$ cat src/rtl/ysyx_25040111_alu_pkg.sv
// ALU operation encoding shared by the pipelined adder and the ALU decoder.
// Helpers derive the operand-B inversion and the effective carry-in from an opcode.
package ysyx_25040111_alu_pkg;

  typedef enum logic [1:0] {
    OP_ADD = 2'b00,
    OP_SUB = 2'b01,
    OP_ADC = 2'b10,
    OP_SBB = 2'b11
  } alu_op_e;

  // SUB and SBB both add the one's complement of B.
  function automatic logic op_inv_b(input logic [1:0] op);
    return op[0];
  endfunction

  function automatic logic op_cin(input logic [1:0] op, input logic cin);
    case (op)
      OP_ADD:  return 1'b0;
      OP_SUB:  return 1'b1;
      default: return cin;
    endcase
  endfunction

endpackage

$ cat src/rtl/ysyx_25040111_cla_pipe_if.sv
// Valid/ready operation and result channels of the pipelined adder/subtractor.
// The producer/consumer side uses master; the adder uses slave.
interface ysyx_25040111_cla_pipe_if #(parameter int WIDTH = 32);

  logic             in_valid;
  logic             in_ready;
  logic [WIDTH-1:0] in_a;
  logic [WIDTH-1:0] in_b;
  logic [1:0]       in_op;
  logic             in_cin;
  logic             out_valid;
  logic             out_ready;
  logic [WIDTH-1:0] out_sum;
  logic             out_cout;
  logic             out_ovf;
  logic             out_zero;

  modport master (
    output in_valid, in_a, in_b, in_op, in_cin, out_ready,
    input  in_ready, out_valid, out_sum, out_cout, out_ovf, out_zero
  );

  modport slave (
    input  in_valid, in_a, in_b, in_op, in_cin, out_ready,
    output in_ready, out_valid, out_sum, out_cout, out_ovf, out_zero
  );

endinterface

$ cat src/rtl/ysyx_25040111_cla_blk.sv
// Combinational BLK-bit two-level carry-lookahead adder: 4-bit group P/G cells
// feeding a flattened lookahead across the BLK/4 groups.
module ysyx_25040111_cla_blk #(
  parameter int BLK = 16
) (
  input  logic [BLK-1:0] a,
  input  logic [BLK-1:0] b,
  input  logic           cin,
  output logic [BLK-1:0] sum,
  output logic           cout,
  output logic           cmsb,
  output logic           zero
);

  localparam int NG = BLK / 4;

  logic [BLK-1:0] p, g, c;
  logic [NG-1:0]  gp, gg;
  logic [NG:0]    cg;

  // Carry into position n of a 4-bit slice, as a single sum of products.
  function automatic logic carry4(input logic [3:0] gv, input logic [3:0] pv,
                                  input logic ci, input int n);
    logic r, t;
    r = 1'b0;
    t = 1'b1;
    for (int k = 3; k >= 0; k--) begin
      if (k < n) begin
        r = r | (t & gv[k]);
        t = t & pv[k];
      end
    end
    return r | (t & ci);
  endfunction

  function automatic logic carry_grp(input logic [NG-1:0] gv, input logic [NG-1:0] pv,
                                     input logic ci, input int n);
    logic r, t;
    r = 1'b0;
    t = 1'b1;
    for (int k = NG - 1; k >= 0; k--) begin
      if (k < n) begin
        r = r | (t & gv[k]);
        t = t & pv[k];
      end
    end
    return r | (t & ci);
  endfunction

  assign p = a ^ b;
  assign g = a & b;

  for (genvar j = 0; j < NG; j++) begin : g_grp
    assign gp[j] = &p[4*j +: 4];
    assign gg[j] = carry4(g[4*j +: 4], p[4*j +: 4], 1'b0, 4);
    for (genvar k = 0; k < 4; k++) begin : g_bit
      assign c[4*j+k] = carry4(g[4*j +: 4], p[4*j +: 4], cg[j], k);
    end
  end

  for (genvar j = 0; j <= NG; j++) begin : g_gc
    assign cg[j] = carry_grp(gg, gp, cin, j);
  end

  assign sum  = p ^ c;
  assign cout = cg[NG];
  assign cmsb = c[BLK-1];
  assign zero = ~|sum;

endmodule

$ cat src/rtl/ysyx_25040111_cla_pipe.sv
// Pipelined carry-lookahead adder/subtractor: one BLK-bit block per stage, block
// carry registered between stages, global stall under valid/ready flow control.
module ysyx_25040111_cla_pipe
  import ysyx_25040111_alu_pkg::*;
#(
  parameter int WIDTH = 32,
  parameter int BLK   = 16
) (
  input logic                       clk,
  input logic                       rst_n,
  ysyx_25040111_cla_pipe_if.slave   bus
);

  localparam int NSTG = WIDTH / BLK;

  logic             en;
  logic             last_valid;
  logic [WIDTH-1:0] b_ent;
  logic             c_ent;
  logic             ovf_q;

  // x_q holds the sum bits resolved so far below the stage boundary and the
  // untouched A bits above it, so one register carries both.
  logic [WIDTH-1:0] x_q [NSTG];
  logic             c_q [NSTG];
  logic             z_q [NSTG];
  logic             v_q [NSTG];

  assign b_ent       = op_inv_b(bus.in_op) ? ~bus.in_b : bus.in_b;
  assign c_ent       = op_cin(bus.in_op, bus.in_cin);
  assign en          = !last_valid || bus.out_ready;
  assign bus.in_ready = en;

  for (genvar i = 0; i < NSTG; i++) begin : g_stg
    localparam int LO = i * BLK;
    localparam int WB = WIDTH - LO;

    logic [WIDTH-1:0] x_in, x_d;
    logic [WB-1:0]    b_src;
    logic             c_in, z_in, v_in;
    logic [BLK-1:0]   s;
    logic             co, cm, z;

    if (i == 0) begin : g_head
      assign x_in  = bus.in_a;
      assign b_src = b_ent;
      assign c_in  = c_ent;
      assign z_in  = 1'b1;
      assign v_in  = bus.in_valid;
    end else begin : g_link
      assign x_in  = x_q[i-1];
      assign b_src = g_stg[i-1].g_fwd.b_q;
      assign c_in  = c_q[i-1];
      assign z_in  = z_q[i-1];
      assign v_in  = v_q[i-1];
    end

    ysyx_25040111_cla_blk #(.BLK(BLK)) u_blk (
      .a    (x_in[LO +: BLK]),
      .b    (b_src[BLK-1:0]),
      .cin  (c_in),
      .sum  (s),
      .cout (co),
      .cmsb (cm),
      .zero (z)
    );

    always_comb begin
      // NOTE: assigning the whole vector before the slice overwrite means every
      // bit has a value on every evaluation, so no latch is inferred.
      x_d = x_in;
      x_d[LO +: BLK] = s;
    end

    // NOTE: datapath registers carry no reset; only the valid bits need a known
    // value, and every out_* is gated by out_valid.
    always_ff @(posedge clk) begin
      if (en) begin
        x_q[i] <= x_d;
        c_q[i] <= co;
        z_q[i] <= z_in & z;
      end
    end

    // NOTE: non-blocking updates let each stage capture its predecessor's
    // pre-edge value, which is what makes this a pipeline.
    always_ff @(posedge clk or negedge rst_n) begin
      if (!rst_n)  v_q[i] <= 1'b0;
      else if (en) v_q[i] <= v_in;
    end

    // B bits still to be consumed travel right-aligned, shrinking per stage.
    if (i < NSTG - 1) begin : g_fwd
      logic [WB-BLK-1:0] b_q;
      always_ff @(posedge clk) begin
        if (en) b_q <= b_src[WB-1:BLK];
      end
    end

    if (i == NSTG - 1) begin : g_tail
      always_ff @(posedge clk) begin
        if (en) ovf_q <= cm ^ co;
      end
    end else begin : g_mid
      logic unused_cmsb;
      assign unused_cmsb = cm;
    end
  end

  assign last_valid    = v_q[NSTG-1];
  assign bus.out_valid = last_valid;
  assign bus.out_sum   = last_valid ? x_q[NSTG-1] : '0;
  assign bus.out_cout  = last_valid & c_q[NSTG-1];
  assign bus.out_ovf   = last_valid & ovf_q;
  assign bus.out_zero  = last_valid & z_q[NSTG-1];

endmodule

$ cat src/flat_wrapper.sv
// flat-port wrapper written by rule: the top's interface ports become plain ports
module ysyx_25040111_cla_pipe_flat import ysyx_25040111_alu_pkg::*;
#(
  parameter int WIDTH = 32,
  parameter int BLK   = 16
)
  (clk, rst_n, bus_in_valid, bus_in_a, bus_in_b, bus_in_op, bus_in_cin, bus_out_ready, bus_in_ready, bus_out_valid, bus_out_sum, bus_out_cout, bus_out_ovf, bus_out_zero);
  ysyx_25040111_cla_pipe_if #(.WIDTH(WIDTH)) bus_i ();
  input logic clk;
  input logic rst_n;
  input wire logic [$bits(bus_i.in_valid)-1:0] bus_in_valid;
  input wire logic [$bits(bus_i.in_a)-1:0] bus_in_a;
  input wire logic [$bits(bus_i.in_b)-1:0] bus_in_b;
  input wire logic [$bits(bus_i.in_op)-1:0] bus_in_op;
  input wire logic [$bits(bus_i.in_cin)-1:0] bus_in_cin;
  input wire logic [$bits(bus_i.out_ready)-1:0] bus_out_ready;
  output wire logic [$bits(bus_i.in_ready)-1:0] bus_in_ready;
  output wire logic [$bits(bus_i.out_valid)-1:0] bus_out_valid;
  output wire logic [$bits(bus_i.out_sum)-1:0] bus_out_sum;
  output wire logic [$bits(bus_i.out_cout)-1:0] bus_out_cout;
  output wire logic [$bits(bus_i.out_ovf)-1:0] bus_out_ovf;
  output wire logic [$bits(bus_i.out_zero)-1:0] bus_out_zero;
  assign bus_i.in_valid = bus_in_valid;
  assign bus_i.in_a = bus_in_a;
  assign bus_i.in_b = bus_in_b;
  assign bus_i.in_op = bus_in_op;
  assign bus_i.in_cin = bus_in_cin;
  assign bus_i.out_ready = bus_out_ready;
  assign bus_in_ready = bus_i.in_ready;
  assign bus_out_valid = bus_i.out_valid;
  assign bus_out_sum = bus_i.out_sum;
  assign bus_out_cout = bus_i.out_cout;
  assign bus_out_ovf = bus_i.out_ovf;
  assign bus_out_zero = bus_i.out_zero;
  ysyx_25040111_cla_pipe #(.WIDTH(WIDTH), .BLK(BLK)) u_core (.clk(clk), .rst_n(rst_n), .bus(bus_i));
endmodule
$ cat config.mk
export PLATFORM = sky130hd
export DESIGN_NAME = ysyx_25040111_cla_pipe_flat
export DESIGN_NICKNAME = d
export VERILOG_FILES = /design/src/rtl/ysyx_25040111_alu_pkg.sv /design/src/rtl/ysyx_25040111_cla_pipe_if.sv /design/src/rtl/ysyx_25040111_cla_blk.sv /design/src/rtl/ysyx_25040111_cla_pipe.sv /design/src/flat_wrapper.sv
export SDC_FILE = /design/constraint.sdc
export NUM_CORES = 1
export LEC_CHECK = 0
export ABC_AREA = 0
export CAP_MARGIN = 0
export CORE_MARGIN = 2
export CORE_UTILIZATION = 52
export DETAILED_ROUTE_END_ITERATION = 6
export PLACE_DENSITY_LB_ADDON = 0.15
export SYNTH_ARGS = -nofsm -noshare
export SYNTH_HDL_FRONTEND = slang
export SYNTH_SLANG_ARGS = --single-unit
$ cat constraint.sdc
create_clock -name clk -period 7.8 [get_ports clk]
set_input_delay 1.95 -clock clk [delete_from_list [all_inputs] [get_ports clk]]
set_output_delay 1.95 -clock clk [all_outputs]
set_load 0.02 [all_outputs]
==> results of run 1 <==
-- sequential cells by signal, summed over array words and instances, names as in the netlist --
signal                  cells
u_core.bus.out_valid        1
u_core.c_q                  2
u_core.g_stg.g_fwd.b_q     16
u_core.g_stg.v_in           1
u_core.ovf_q                1
u_core.x_q                 64
u_core.z_q                  2
-- final timing paths --
check	startpoint	slack [ns]	depth (start not counted)	endpoint
max in group asynchronous	rst_n	5.93	1	u_core.bus.out_valid
min in group asynchronous	rst_n	1.75	1	u_core.g_stg[1].v_in
max	bus_in_op[0]	2.21	15	u_core.z_q[0][0]
max reg2reg	u_core.x_q[0][16]	3.80	12	u_core.z_q[0][1]
min reg2reg	u_core.x_q[0][12]	0.42	0	u_core.x_q[0][44]
min	u_core.x_q[0][12]	0.42	0	u_core.x_q[0][44]
-- report_power, final --
group | leakage (nW) | switching [W] | internal [W]
Clock | 0.118 | 0.000158 | 0.000214
Combinational | 1.39 | 0.000254 | 0.000233
Sequential | 0.878 | 0.0000303 | 0.000639
-- metrics by stage --
stage / instance area, um^2 / power [W] / utilization / hold slack, ns
finish: 6140 / 0.00153 / 0.700 / 0.415
global route: 6140 / 0.00161 / 0.700 / 0.427
CTS: 6140 / 0.00154 / 0.700 / 0.414
detailed placement: 5900 / 0.00117 / 0.673 / 0.405
global placement: 5900 / 0.00115 / 0.673 / 0.401
floorplan: 4710 / 0.000971 / - / 0.400
-- per-layer routing --
layer | GRT usage | vias up | wire (um)
li1 | - | 1552 | -
met5 | 0 | - | 0
met1 | 0.250 | 1527 | 3970
met3 | 0.0267 | 4 | 613
met4 | 0.0632 | 0 | 74
met2 | 0.341 | 115 | 4640
-- cell families (layout without fill, tap and decap cells) --
logic type | Yosys count | count (layout)
AOI/OAI and AO/OA | 52 | 52
xor gates and xnor gates | 53 | 53
adders and majority gates | 40 | 40
buffers and inverters | 24 | 141
DFF | 87 | 87
muxes | 4 | 4
and+or+nand+nor | 107 | 107
-- critical path, cell delays in order --
cell and delay [ns]:
buf_2 0.70, xor2_1 0.27, ha_1 0.28, or4_1 0.48
a21oi_1 0.18, o21ba_2 0.19, o22ai_1 0.15, o21a_1 0.23
nor2_1 0.12, fa_1 0.21, xnor2_1 0.11, nor3_1 0.20
nand4_1 0.11, a211o_1 0.24, a221oi_1 0.27
-- final cells by class --
| cell class | count | area [um^2] |
|---|---|---|
| fill | 637 | 2630 |
| sequential | 87 | 2600 |
| multi-input combinational | 256 | 2030 |
| timing repair buffer | 108 | 1070 |
| tap | 108 | 135 |
| clock buffer | 11 | 131 |
| clock inverter | 5 | 104 |
| inverter | 17 | 63.8 |
-- cells in the mapped netlist, drive strengths merged (5+ instances only) --
master / n / share of area
a21o: 7 / 0.011
a21oi: 10 / 0.012
and2: 38 / 0.050
edfxtp: 85 / 0.54
fa: 8 / 0.034
ha: 32 / 0.085
inv: 17 / 0.014
nand2: 10 / 0.0080
nand2b: 5 / 0.0066
nand3: 7 / 0.0074
nor2: 21 / 0.017
nor3: 7 / 0.0074
o21ai: 9 / 0.0096
xnor2: 13 / 0.024
xor2: 40 / 0.074
==> results.ini, run 1 <==
[outcome]
status=finished, final reports clean

[cts]
cts_setup_buffers=0
clock-sinks=87
cts_resized=0
clockBufferDepth=2
ctsHoldBuffers=0
cts-htree-levels=3
cts_inserted_buffers=9
cts_tree=built
clockRootBuffer=clkbuf_8
path_clk_slew_ns=0.08
clk_latency_ns=0.35

[logic_synthesis]
syn_avg_cell_area_um2=12.8
synthCells=367
synthMuxAreaShare=0.00929
yosys_warnings=0
yosys.area_share.simple=0.123
ys.flop_type=edfxtp_1
synth_xor_area_frac=0.0985
synthArstFlopShare=0.0230
synth-compound-area-share=0.0789
syn-cell-area_um2=4710
synthDistinctLibCells=49
postSynthRegisterBits=87
yosysSeqAreaShare=0.552
synth_top_family_by_area=simple AND/OR/NAND/NOR gates
synth_edf_count=85
synth_nets=478
synth-adder-area-share=0.119

[final_layout]
mostFrequentLayoutCells=106 x clkdlybuf4s50_1, 85 x edfxtp_1, 40 x xor2_1, 38 x and2_1, 32 x ha_1
fin_nets=590
antennaDiodeCount=0
final_cells=592
drive_gt1_frac=0.0496
area_delta_synth_final_pct=30.2
final_common_cell=clkdlybuf4s50_1

[detailed_routing]
ant_nets=0
viasPerCell=5.40
drcViolationCount=0
drtIter0Drc=157
wl_um=9300
dr.pass1.iters=4
vias=3198
wl_per_cell_um=15.7

[placement]
place.gp.congestion=0.824
portBuffers=107
dp_worst_setup_slack_ns=1.91
hpwl_um=6830
placedCellCount=576

[timing]
worst_pin_slew_ns=1.08
setup_violations=0
layout_min_cycle_time_ns=5.59
fin_setup_tns_ns=0
layout_setup_ws_ns=2.21
rsz0062_at_grt=no
finalCritPeriodShare=0.717
skew_ns=0.0183
slew_violations=0
max-slew-margin-rel=0.280
hold_violations=0
max_freq_ghz=0.179

[floorplanning]
core_area_um2=8760
dieArea_um2=9840
start_util=0.538
rows=34
die_y_um=99.2
die_x_um=99.2
io_pins=108

[power_and_ir_drop]
powerDensity_nw_per_um2=249
vdd_drop_max_v=0.000112
p_leak_nw=2.39

[global_route]
grt_usage=0.194
grt_pass1_wl_um=15000
antenna_found_initial=0
grt_max_degree=88
grt-ovfl-total=0
grt_pass1_vias=3178

[critical_path]
required_ns=7.93
crit_path_start_kind=input port
critPathKind=in -> reg
arrival_ns=5.72
endpoint_kind=flip-flop
crit_fanout=33

[hold_path]
hold_path.class=reg -> reg

[job]
maxCapViolations=0

No activity file was read; power rests on OpenSTA's default activity.
==> inputs of run 2 (changes only) <==
Settings changed: CORE_UTILIZATION 52 to 51.
Clock period 7.8 ns to 5.7 ns, I/O delays scaled along.
==> run 2 against run 1 <==
Effect of this change: critical path depth is the same; via count shrank 1.3%; cell count grew 0.84%; global-route usage shrank 0.62 points; non-clock buffer count grew 2; setup slack lost 1.2 ns; clock power grew 16%; total power grew 32%; combinational power grew 38%; flip-flop and latch count is the same; critical path type unchanged.
==> results.ini, run 2 (synthesized netlist as in run 1, its figures left out) <==
[global_route]
grt_max_degree=51
grt_usage=0.188
antenna_found_initial=0
grt-ovfl-total=0
grt_pass1_vias=3165
grt_pass1_wl_um=14700

[power_and_ir_drop]
total_power_w=0.00202
vdd_drop_max_v=0.000118
powerDensity_nw_per_um2=329
p_leak_nw=2.39

[timing]
layout_setup_ws_ns=1.01
hold_violations=0
max_freq_ghz=0.213
layout_min_cycle_time_ns=4.69
setup_violations=0
worst_pin_slew_ns=1.02
max-slew-margin-rel=0.318
rsz0062_at_grt=no
skew_ns=0.0103
slew_violations=0
finalCritPeriodShare=0.823
fin_setup_tns_ns=0

[critical_path]
critPathKind=in -> reg
crit_path_start_kind=input port
timing.rr.start=u_core.x_q[0][16]
rrSetupSlack_ns=1.78
endpoint_kind=flip-flop
arrival_ns=4.84
required_ns=5.85
critPathSlowestCell=or4_1
worstSetupStartpoint=bus_in_b[1]
crit_fanout=4
crit_path_cell_trace=clkdlybuf4s50_1 > xor2_1 > ha_1 > or4_1 > o2111ai_1 > o21ba_2 > o22ai_1 > o21a_1 > nor2_1 > fa_1 > xnor2_1 > nor3_1 > nand4_1 > a211o_1 > a221oi_1
slowest_delay_ns=0.53

[final_layout]
largestRegisters=u_core.x_q x64, u_core.g_stg.g_fwd.b_q x16
mostFrequentLayoutCells=106 x clkdlybuf4s50_1, 85 x edfxtp_1, 40 x xor2_1, 38 x and2_1, 32 x ha_1
drive_gt1_frac=0.0576
largest_register_ffs=64
area_delta_synth_final_pct=30.0
final_common_cell=clkdlybuf4s50_1
largest_register=u_core.x_q
antennaDiodeCount=0
fin_nets=592

[cts]
cts_resized=0
cts_setup_buffers=0
path_clk_slew_ns=0.09
cts_tree=built
cts-htree-levels=3
clk_latency_ns=0.34
cts_inserted_buffers=9
ctsHoldBuffers=0
clockRootBuffer=clkbuf_8
clock-sinks=87
clockBufferDepth=2

[detailed_routing]
dr.pass1.iters=4
viasPerCell=5.29
wl_per_cell_um=15.4
wl_um=9220
vias=3158
drcViolationCount=0
ant_nets=0
drtIter0Drc=141

[placement]
place.gp.congestion=0.792
dp_worst_setup_slack_ns=0.706
hpwl_um=6970
portBuffers=107

[floorplanning]
die_x_um=100
core_area_um2=9110
io_pins=108
dieArea_um2=10000
start_util=0.517
rows=35
die_y_um=100

[hold_path]
hold_path.class=reg -> reg
hold_start=u_core.x_q[0][5]

[job]
maxCapViolations=0

[outcome]
status=finished, final reports clean

## run 2: cell types whose count changed in the layout (fill, tap and decap cells not counted)
cell / delta
buf_4: +2
inv_6: +2
clkinv_4: +2
bufinv_16: -2
clkbuf_1: -2
## run 2: area by class of cell
cell class,instances,area [um^2]
Multi-Input combinational cell,256,2030
Clock inverter,7,78.8
Sequential cell,87,2600
Inverter,17,63.8
Timing Repair Buffer,110,1090
Fill cell,705,2990
Clock buffer,9,124
Tap cell,111,139
## run 2: path summary, 6_finish.rpt
kind | endpoint | cells past startpoint
min | u_core.x_q[0][37] | 0
max in group asynchronous | u_core.g_stg[1].v_in | 1
max reg2reg | u_core.z_q[0][1] | 12
min in group asynchronous | u_core.bus.out_valid | 1
max | u_core.z_q[0][0] | 15
min reg2reg | u_core.x_q[0][37] | 0
## run 2: stage by stage
stage	hold slack, ns	utilization	area (um^2)	cells
2_1_floorplan	0.400	-	4710	367
3_3_place_gp	0.401	0.650	5920	581
3_5_place_dp	0.405	0.650	5920	581
4_1_cts	0.421	0.672	6120	597
5_1_grt	0.424	0.672	6120	597
6_report	0.422	0.672	6120	597
## run 2: per-layer routing
metal  routed length, um  up-vias  global-route usage
li1                    -     1552                   -
met2                4620       97               0.316
met1                3880     1495               0.242
met4                 214        0              0.0685
met5                   0        -                   0
met3                 505       14              0.0404
## run 2: worst max-delay path, delay by kind of cell
kind                       cells  cell delay, ns
AOI/OAI and AO/OA              6            1.17
xor gates and xnor gates       2            0.27
adders and majority gates      2            0.49
buffers and inverters          1            0.47
and+or+nand+nor                4            1.00
## run 2: power breakdown
group          internal, W  switching, W
Combinational     0.000321      0.000350
Clock             0.000208      0.000222
Sequential        0.000873     0.0000420
==> inputs of run 3 (changes only) <==
Settings changed: CORE_UTILIZATION 51 to 46.
Clock period 5.7 ns to 4.29 ns, I/O delays scaled along.
==> run 3 against run 2 <==
Effect of this change: sequential share of layout area is 1.1 points lower; register-to-register slack worse by 1.5 ns; critical endpoint unchanged; worst hold slack worse by 0.0010 ns.
==> results.ini, run 3 (synthesized netlist as in run 1, its figures left out) <==
[critical_path]
arrival_ns=4.21
crit_path_cell_trace=clkdlybuf4s50_1 > xor2_1 > ha_1 > or4_1 > o2111ai_2 > o21ba_2 > o22ai_1 > o21a_1 > nor2_2 > fa_1 > inv_1 > nor3_1 > nand4_1 > a211o_1 > a221oi_2
timing.rr.start=u_core.x_q[0][16]
crit_path_start_kind=input port
worstSetupStartpoint=bus_in_b[1]
crit_fanout=3
endpoint_kind=flip-flop
critPathKind=in -> reg
rrSetupSlack_ns=0.29
slowest_delay_ns=0.54
required_ns=4.46
critPathSlowestCell=or4_1

[floorplanning]
die_y_um=105
io_pins=108
die_x_um=105
rows=36
start_util=0.478
core_area_um2=9860
dieArea_um2=11100

[hold_path]
hold_path.class=reg -> reg
hold_start=u_core.x_q[0][1]

[detailed_routing]
wl_per_cell_um=15.0
drtIter0Drc=125
viasPerCell=5.12
dr.pass1.iters=4
wl_um=9490
vias=3237
ant_nets=0
drcViolationCount=0

[global_route]
grt_pass1_vias=3207
grt_max_degree=85
antenna_found_initial=0
grt-ovfl-total=0
grt_usage=0.174
grt_pass1_wl_um=15000

[cts]
clock-sinks=87
clockBufferDepth=2
cts_inserted_buffers=9
cts_tree=built
clockRootBuffer=clkbuf_8
path_clk_slew_ns=0.09
clk_latency_ns=0.35
cts-htree-levels=3

[outcome]
status=finished, final reports clean

[final_layout]
fin_util=0.637
area_delta_synth_final_pct=33.4
area.sequential_um2=2600
largest_register=u_core.x_q
multi_input_area_um2=2050
mostFrequentLayoutCells=106 x clkdlybuf4s50_1, 85 x edfxtp_1, 40 x xor2_1, 38 x and2_1, 32 x ha_1
fin_nets=605
antennaDiodeCount=0
largest_register_ffs=64
drive_gt1_frac=0.0882
largestRegisters=u_core.x_q x64, u_core.g_stg.g_fwd.b_q x16
final_common_cell=clkdlybuf4s50_1
fillers=766

[timing]
rsz0062_at_grt=no
layout_min_cycle_time_ns=4.04
worst_pin_slew_ns=1.06
max_freq_ghz=0.247
slew_violations=0
finalCritPeriodShare=0.942
hold_violations=0
fin_setup_tns_ns=0
setup_violations=0
max-slew-margin-rel=0.295
layout_setup_ws_ns=0.248
skew_ns=0.0118

[power_and_ir_drop]
p_leak_nw=2.46
vdd_drop_max_v=0.000211
total_power_w=0.00276
powerDensity_nw_per_um2=439

[placement]
dp_worst_setup_slack_ns=-0.241
hpwl_um=7240
portBuffers=107
place.gp.congestion=0.827

[job]
maxCapViolations=0

==> run 3: final cells by class <==
cell class | count | share of cell area
Clock buffer | 9 | 0.0197
Tap cell | 133 | 0.0265
Inverter | 17 | 0.0102
Multi-Input combinational cell | 256 | 0.326
Timing Repair Buffer | 123 | 0.189
Clock inverter | 7 | 0.0151
Sequential cell | 87 | 0.414
==> run 3: repair_timing <==
item / 4_1_cts / 5_1_grt
setup buffers: 0 / 1
gates resized for setup: 0 / 4
setup endpoints to repair: 0 / 1
hold buffers: 0 / 0
==> run 3: where the power goes <==
part | switching (W) | internal, W
Clock | 0.000296 | 0.000330
Sequential | 0.0000524 | 0.00116
Combinational | 0.000476 | 0.000446
Total | 0.000825 | 0.00194
==> run 3: worst max-delay path, delay by kind of cell <==
kind	cells	cell delay (ns)
XOR/XNOR	1	0.17
adder cells (fa/ha/maj)	2	0.45
AND/OR/NAND/NOR	4	0.94
AO/OA/AOI/OAI	6	1.07
buffers and inverters	2	0.52
==> run 3: per-layer routing <==
metal  vias to the layer above  share of wire  global-route usage
met5                         -              0                   0
met4                         0          0.014              0.0581
met3                        13          0.050              0.0315
met2                       100           0.49               0.300
met1                      1539           0.44               0.222
li1                       1585              -                   -
==> run 3: stage by stage <==
step                      hold slack [ns]  instance area, um^2  cells
after floorplan                     0.400                 4720    367
after CTS                           0.424                 6260    631
after global routing                0.431                 6280    632
final                               0.421                 6280    632
after global placement              0.401                 6040    615
after detailed placement            0.405                 6040    615
==> run 3: worst paths after layout <==
check | endpoint | cells after the start
hold reg to reg | u_core.x_q[0][33] | 0
min in group asynchronous | u_core.bus.out_valid | 1
hold / removal | u_core.x_q[0][33] | 0
setup / recovery | u_core.z_q[0][0] | 15
max in group asynchronous | u_core.bus.out_valid | 1
setup reg to reg | u_core.z_q[0][1] | 12
